### config.mk
export PLATFORM = sky130hd
export DESIGN_NAME = montacargas_input_conditioner
export DESIGN_NICKNAME = d
export VERILOG_FILES = /design/src/rtl/montacargas_input_conditioner.sv
export SDC_FILE = /design/constraint.sdc
export NUM_CORES = 1
export LEC_CHECK = 0
export CAP_MARGIN = 0
export CORE_MARGIN = 2
export CORE_UTILIZATION = 62
export CTS_CLUSTER_DIAMETER = 120
export DETAILED_ROUTE_END_ITERATION = 8
export PLACE_DENSITY_LB_ADDON = 0.1
export SLEW_MARGIN = 20
export SYNTH_ARGS = -nofsm -noshare
export SYNTH_HDL_FRONTEND = slang
export SYNTH_SLANG_ARGS = --single-unit
### constraint.sdc
create_clock -name clockBase_4MHz -period 3.9 [get_ports clockBase_4MHz]
set_input_delay 1.17 -clock clockBase_4MHz [delete_from_list [all_inputs] [get_ports clockBase_4MHz]]
set_output_delay 1.17 -clock clockBase_4MHz [all_outputs]
set_load 0.02 [all_outputs]
### src/rtl/montacargas_input_conditioner.sv
// Synchronizes and debounces lift call buttons, door switch and floor limit switches.
// Build option MONTACARGAS_CALL_LATCH_EN: hold call requests until the cabin reaches the floor.
module montacargas_input_conditioner #(
  parameter int DEBOUNCE_TICKS = 3,
  parameter int CNT_W          = 4
) (
  input  logic clockBase_4MHz,
  input  logic reset,
  input  logic clockInt_150Hz,
  input  logic btnP1,
  input  logic btnP2,
  input  logic btnP3,
  input  logic swSPC,
  input  logic swFC1,
  input  logic swFC2,
  input  logic swFC3,
  output logic P1,
  output logic P2,
  output logic P3,
  output logic SPC,
  output logic FC1,
  output logic FC2,
  output logic FC3,
  output logic sensorError,
  output logic tick150
);

  localparam int NCH = 7;
  localparam logic [CNT_W-1:0] CNT_LAST = CNT_W'(DEBOUNCE_TICKS - 1);

  // Channel order: 0..2 buttons P1..P3, 3 door, 4..6 limit switches FC1..FC3, 7 = 150 Hz.
  logic [NCH:0]     raw;
  logic [NCH:0]     sync1_q;
  logic [NCH:0]     sync2_q;
  logic             tick_prev_q;
  logic             tick_q;
  logic             tick_d;
  logic [NCH-1:0]   deb_q;
  logic [NCH-1:0]   deb_d;
  logic [CNT_W-1:0] cnt_q [NCH];
  logic [CNT_W-1:0] cnt_d [NCH];
  logic             err_q;
  logic             err_d;
  logic [2:0]       p_req;

  assign raw = {clockInt_150Hz, swFC3, swFC2, swFC1, swSPC, btnP3, btnP2, btnP1};

  assign tick_d = sync2_q[NCH] & ~tick_prev_q;
  assign err_d  = (deb_q[4] & deb_q[5]) | (deb_q[4] & deb_q[6]) | (deb_q[5] & deb_q[6]);

  always_comb begin
    deb_d = deb_q;
    for (int i = 0; i < NCH; i++) begin
      cnt_d[i] = cnt_q[i];
      if (tick_q) begin
        if (sync2_q[i] == deb_q[i]) begin
          cnt_d[i] = '0;
        end else if (cnt_q[i] == CNT_LAST) begin
          deb_d[i] = ~deb_q[i];
          cnt_d[i] = '0;
        end else begin
          cnt_d[i] = cnt_q[i] + CNT_W'(1);
        end
      end
    end
  end

  always_ff @(posedge clockBase_4MHz) begin
    if (reset) begin
      sync1_q     <= '0;
      sync2_q     <= '0;
      tick_prev_q <= 1'b0;
      tick_q      <= 1'b0;
      deb_q       <= '0;
      err_q       <= 1'b0;
      for (int i = 0; i < NCH; i++) cnt_q[i] <= '0;
    end else begin
      sync1_q     <= raw;
      sync2_q     <= sync1_q;
      tick_prev_q <= sync2_q[NCH];
      tick_q      <= tick_d;
      deb_q       <= deb_d;
      err_q       <= err_d;
      for (int i = 0; i < NCH; i++) cnt_q[i] <= cnt_d[i];
    end
  end

`ifdef MONTACARGAS_CALL_LATCH_EN
  logic [2:0] call_q;
  logic [2:0] call_d;

  // Arrival at the floor and a sensor fault both override a pending or new request.
  assign call_d = (call_q | deb_q[2:0]) & ~deb_q[6:4] & {3{~err_d}};

  always_ff @(posedge clockBase_4MHz) begin
    if (reset) call_q <= '0;
    else       call_q <= call_d;
  end

  assign p_req = call_q;
`else
  assign p_req = deb_q[2:0];
`endif

  assign {P3, P2, P1}    = p_req & {3{~err_q}};
  assign SPC             = deb_q[3];
  assign {FC3, FC2, FC1} = deb_q[6:4];
  assign sensorError     = err_q;
  assign tick150         = tick_q;

endmodule
==> qor.yml <==
outcome:
  outcome: "finished, final reports clean"
cts:
  cts_setup_buffers: 0
  cts_sinks: 54
  hold_buffers: 0
  cts_made_buffers: 5
  clock_latency_ns: 0.31
  cts-root-buf: "clkbuf_8"
  cts_tree: "done"
  clk_pin_slew_ns: 0.09
  ctsResizeCount: 0
  max-clock-path-buffers: 2
  htreeDepth: 2
logic_synthesis:
  postSynthCellCount: 245
  netlist_area_sq_um: 2470
  synth_top_area_share_pct: 43.77
  synth_edf_count: 0
  ys.flop_type: "dfxtp_1"
  ys_top_cells_by_area: "dfxtp_1 44%, ha_1 7.1%, nor2b_1 5.3%, nand2b_1 4.1%, xor2_1 3.5%"
  yosys.area.top_type: "dfxtp_1"
  synthArstFlopShare_pct: 0
  ys_seq_area_share_pct: 43.77
  synth_cell_type_count: 35
  synth_fp_nets: 269
  yosysMostFrequentCell: "dfxtp_1"
  ys_ff_latch: 54
  yosys_warnings: 0
  synthTopCellsByCount: "54 x dfxtp_1, 21 x nor2b_1, 19 x inv_1"
  avgSynthCellArea_sq_um: 10.08
finish:
  area_growth_pct: 12.26
  fillCellCount: 283
  fin_cells: 311
  fin_nets: 286
  drive_above_1_share_pct: 8.365
  antenna_cells: 0
pwr:
  irDropWorstVdd_mv: 0.2368
  total_power_mw: 0.9208
  power.density_nw_per_um2: 332.1
  p_leak_nw: 0.9589
sta:
  fin_setup_tns_ns: 0
  hold_viol_final: 0
  slew_headroom_pct: 40.60
  fmax_ghz: 0.3847
  setup_viol: 0
  fin_crit_ns: 2.600
  slew_viol_final: 0
  clock_skew_ns: 0.005014
  post-route-period-util_pct: 66.65
  tightest_slew_ns: 0.8882
  rsz0062_at_grt: "false"
detailed_routing:
  ant_nets: 0
  routed_via_density: 5.476
  first_pass_iters: 4
  wl_per_cell_microns: 12.86
  remaining_drc_errors: 0
  route.vias.total: 1703
  totalWireLength_microns: 3999
  drtIter0Drc: 90
global_route:
  grt_max_degree: 58
  grt_pass1_wl_microns: 7127
  grt_use_total_pct: 20.87
  grt_pass1_vias: 1611
  antenna_found_initial: 0
  overflow: 0
floorplanning:
  coreArea_sq_um: 3744
  fp.dieH_microns: 67.12
  ios: 19
  start_util_pct: 65.98
  dieArea_sq_um: 4504
  num_rows: 22
  die_x_microns: 67.12
min_path:
  holdCritPathClass: "register to register"
critical_path:
  cp_max_fo: 3
  cp-start-kind: "register"
  cp_data_required_time_ns: 2.73
  worst_ep_arrival_time_ns: 1.43
  crit_type: "register to primary output"
  critPathCaptureType: "primary output"
place:
  dp_hpwl_microns: 2753
  port_buffers: 18
  dp_cells: 303
  globalplace.congestion: 0.7154
flow_run:
  cap_viol_max_count: 0
cells by family after synthesis:
group                      after synthesis  synth area share (%)
and+or+nand+nor                         92                 26.70
DFF                                     54                 43.77
AOI/OAI and AO/OA                       37                 10.44
buffers and inverters                   30                 4.965
adders and majority gates               14                 7.092
xor gates and xnor gates                11                 4.205
muxes                                    7                 2.837
through the flow:
stage | utilization [%] | instance area, sq um | hold WS, ns | setup WS, ns
after floorplan | - | 2470 | 0.3674 | 1.984
after global placement | 71.62 | 2681 | 0.3791 | 1.005
after detailed placement | 71.62 | 2681 | 0.3882 | 0.9924
after CTS | 74.06 | 2773 | 0.3974 | 1.269
after global routing | 74.06 | 2773 | 0.4165 | 1.200
final | 74.06 | 2773 | 0.3936 | 1.301
worst max-delay path, cell delays in order, from the launching register on:
cell and delay, ns:
dfxtp_1 0.38, nor2b_1 0.14, clkdlybuf4s50_1 0.61
power breakdown:
| part | internal, mW | total [mW] | switching (mW) | leakage (nW) |
|---|---|---|---|---|
| registers | 0.560 | 0.563 | 0.00349 | 0.439 |
| clock network | 0.144 | 0.317 | 0.173 | 0.0482 |
| logic | 0.0199 | 0.0411 | 0.0212 | 0.472 |
| total | 0.723 | 0.921 | 0.198 | 0.959 |
registers in the layout (all words and copies together) (netlist names):
register,cells
cnt_q,28
deb_q,7
sensorError,1
sync1_q,8
sync2_q,8
tick150,1
tick_prev_q,1
layout make-up:
type	instances	area, sq um	share of cell area [%]
Sequential cell	54	1081	38.99
Clock buffer	7	86.33	3.114
Tap cell	48	60.06	2.166
Multi-Input combinational cell	161	1266	45.67
Inverter	19	71.32	2.572
Clock inverter	1	5.005	0.1805
Timing Repair Buffer	21	202.7	7.310
worst paths after layout:
check | end | startpoint | slack [ns] | depth (start not counted)
setup / recovery | P2 | deb_q[1] | 1.30 | 2
hold / removal | tick150 | tick_prev_q | 0.39 | 1
setup reg to reg | cnt_q[6][3] | tick150 | 2.27 | 4
hold reg to reg | tick150 | tick_prev_q | 0.39 | 1
per-layer routing:
metal / part of all wire, % / global-route usage, % / vias up
met4: 0.95 / 6.378 / 0
met3: 3.0 / 5.574 / 5
met2: 47 / 33.79 / 21
met5: 0 / 0 / -
met1: 49 / 27.20 / 786
li1: - / - / 891
layout by cell type, fill, tap and decap left out, types with 3 or more instances in the layout:
cell type and count:
nand3b_1 8, clkdlybuf4s50_1 18, inv_1 19, nand2b_1 16, o31ai_1 4, nor2_1 7
nor2b_1 21, a21oi_1 11, nor4bb_4 3, clkbuf_8 6, a31oi_1 5, buf_4 3
or3b_2 3, or2_1 3, and4bb_2 3, xor2_1 10, mux2i_1 7, nand4_1 5
or3_1 6, ha_1 14, o32ai_1 4, a211oi_1 4, nand4b_1 5, nand3_1 8
dfxtp_1 54, a21boi_0 4
(Power assumes the default switching activity.)
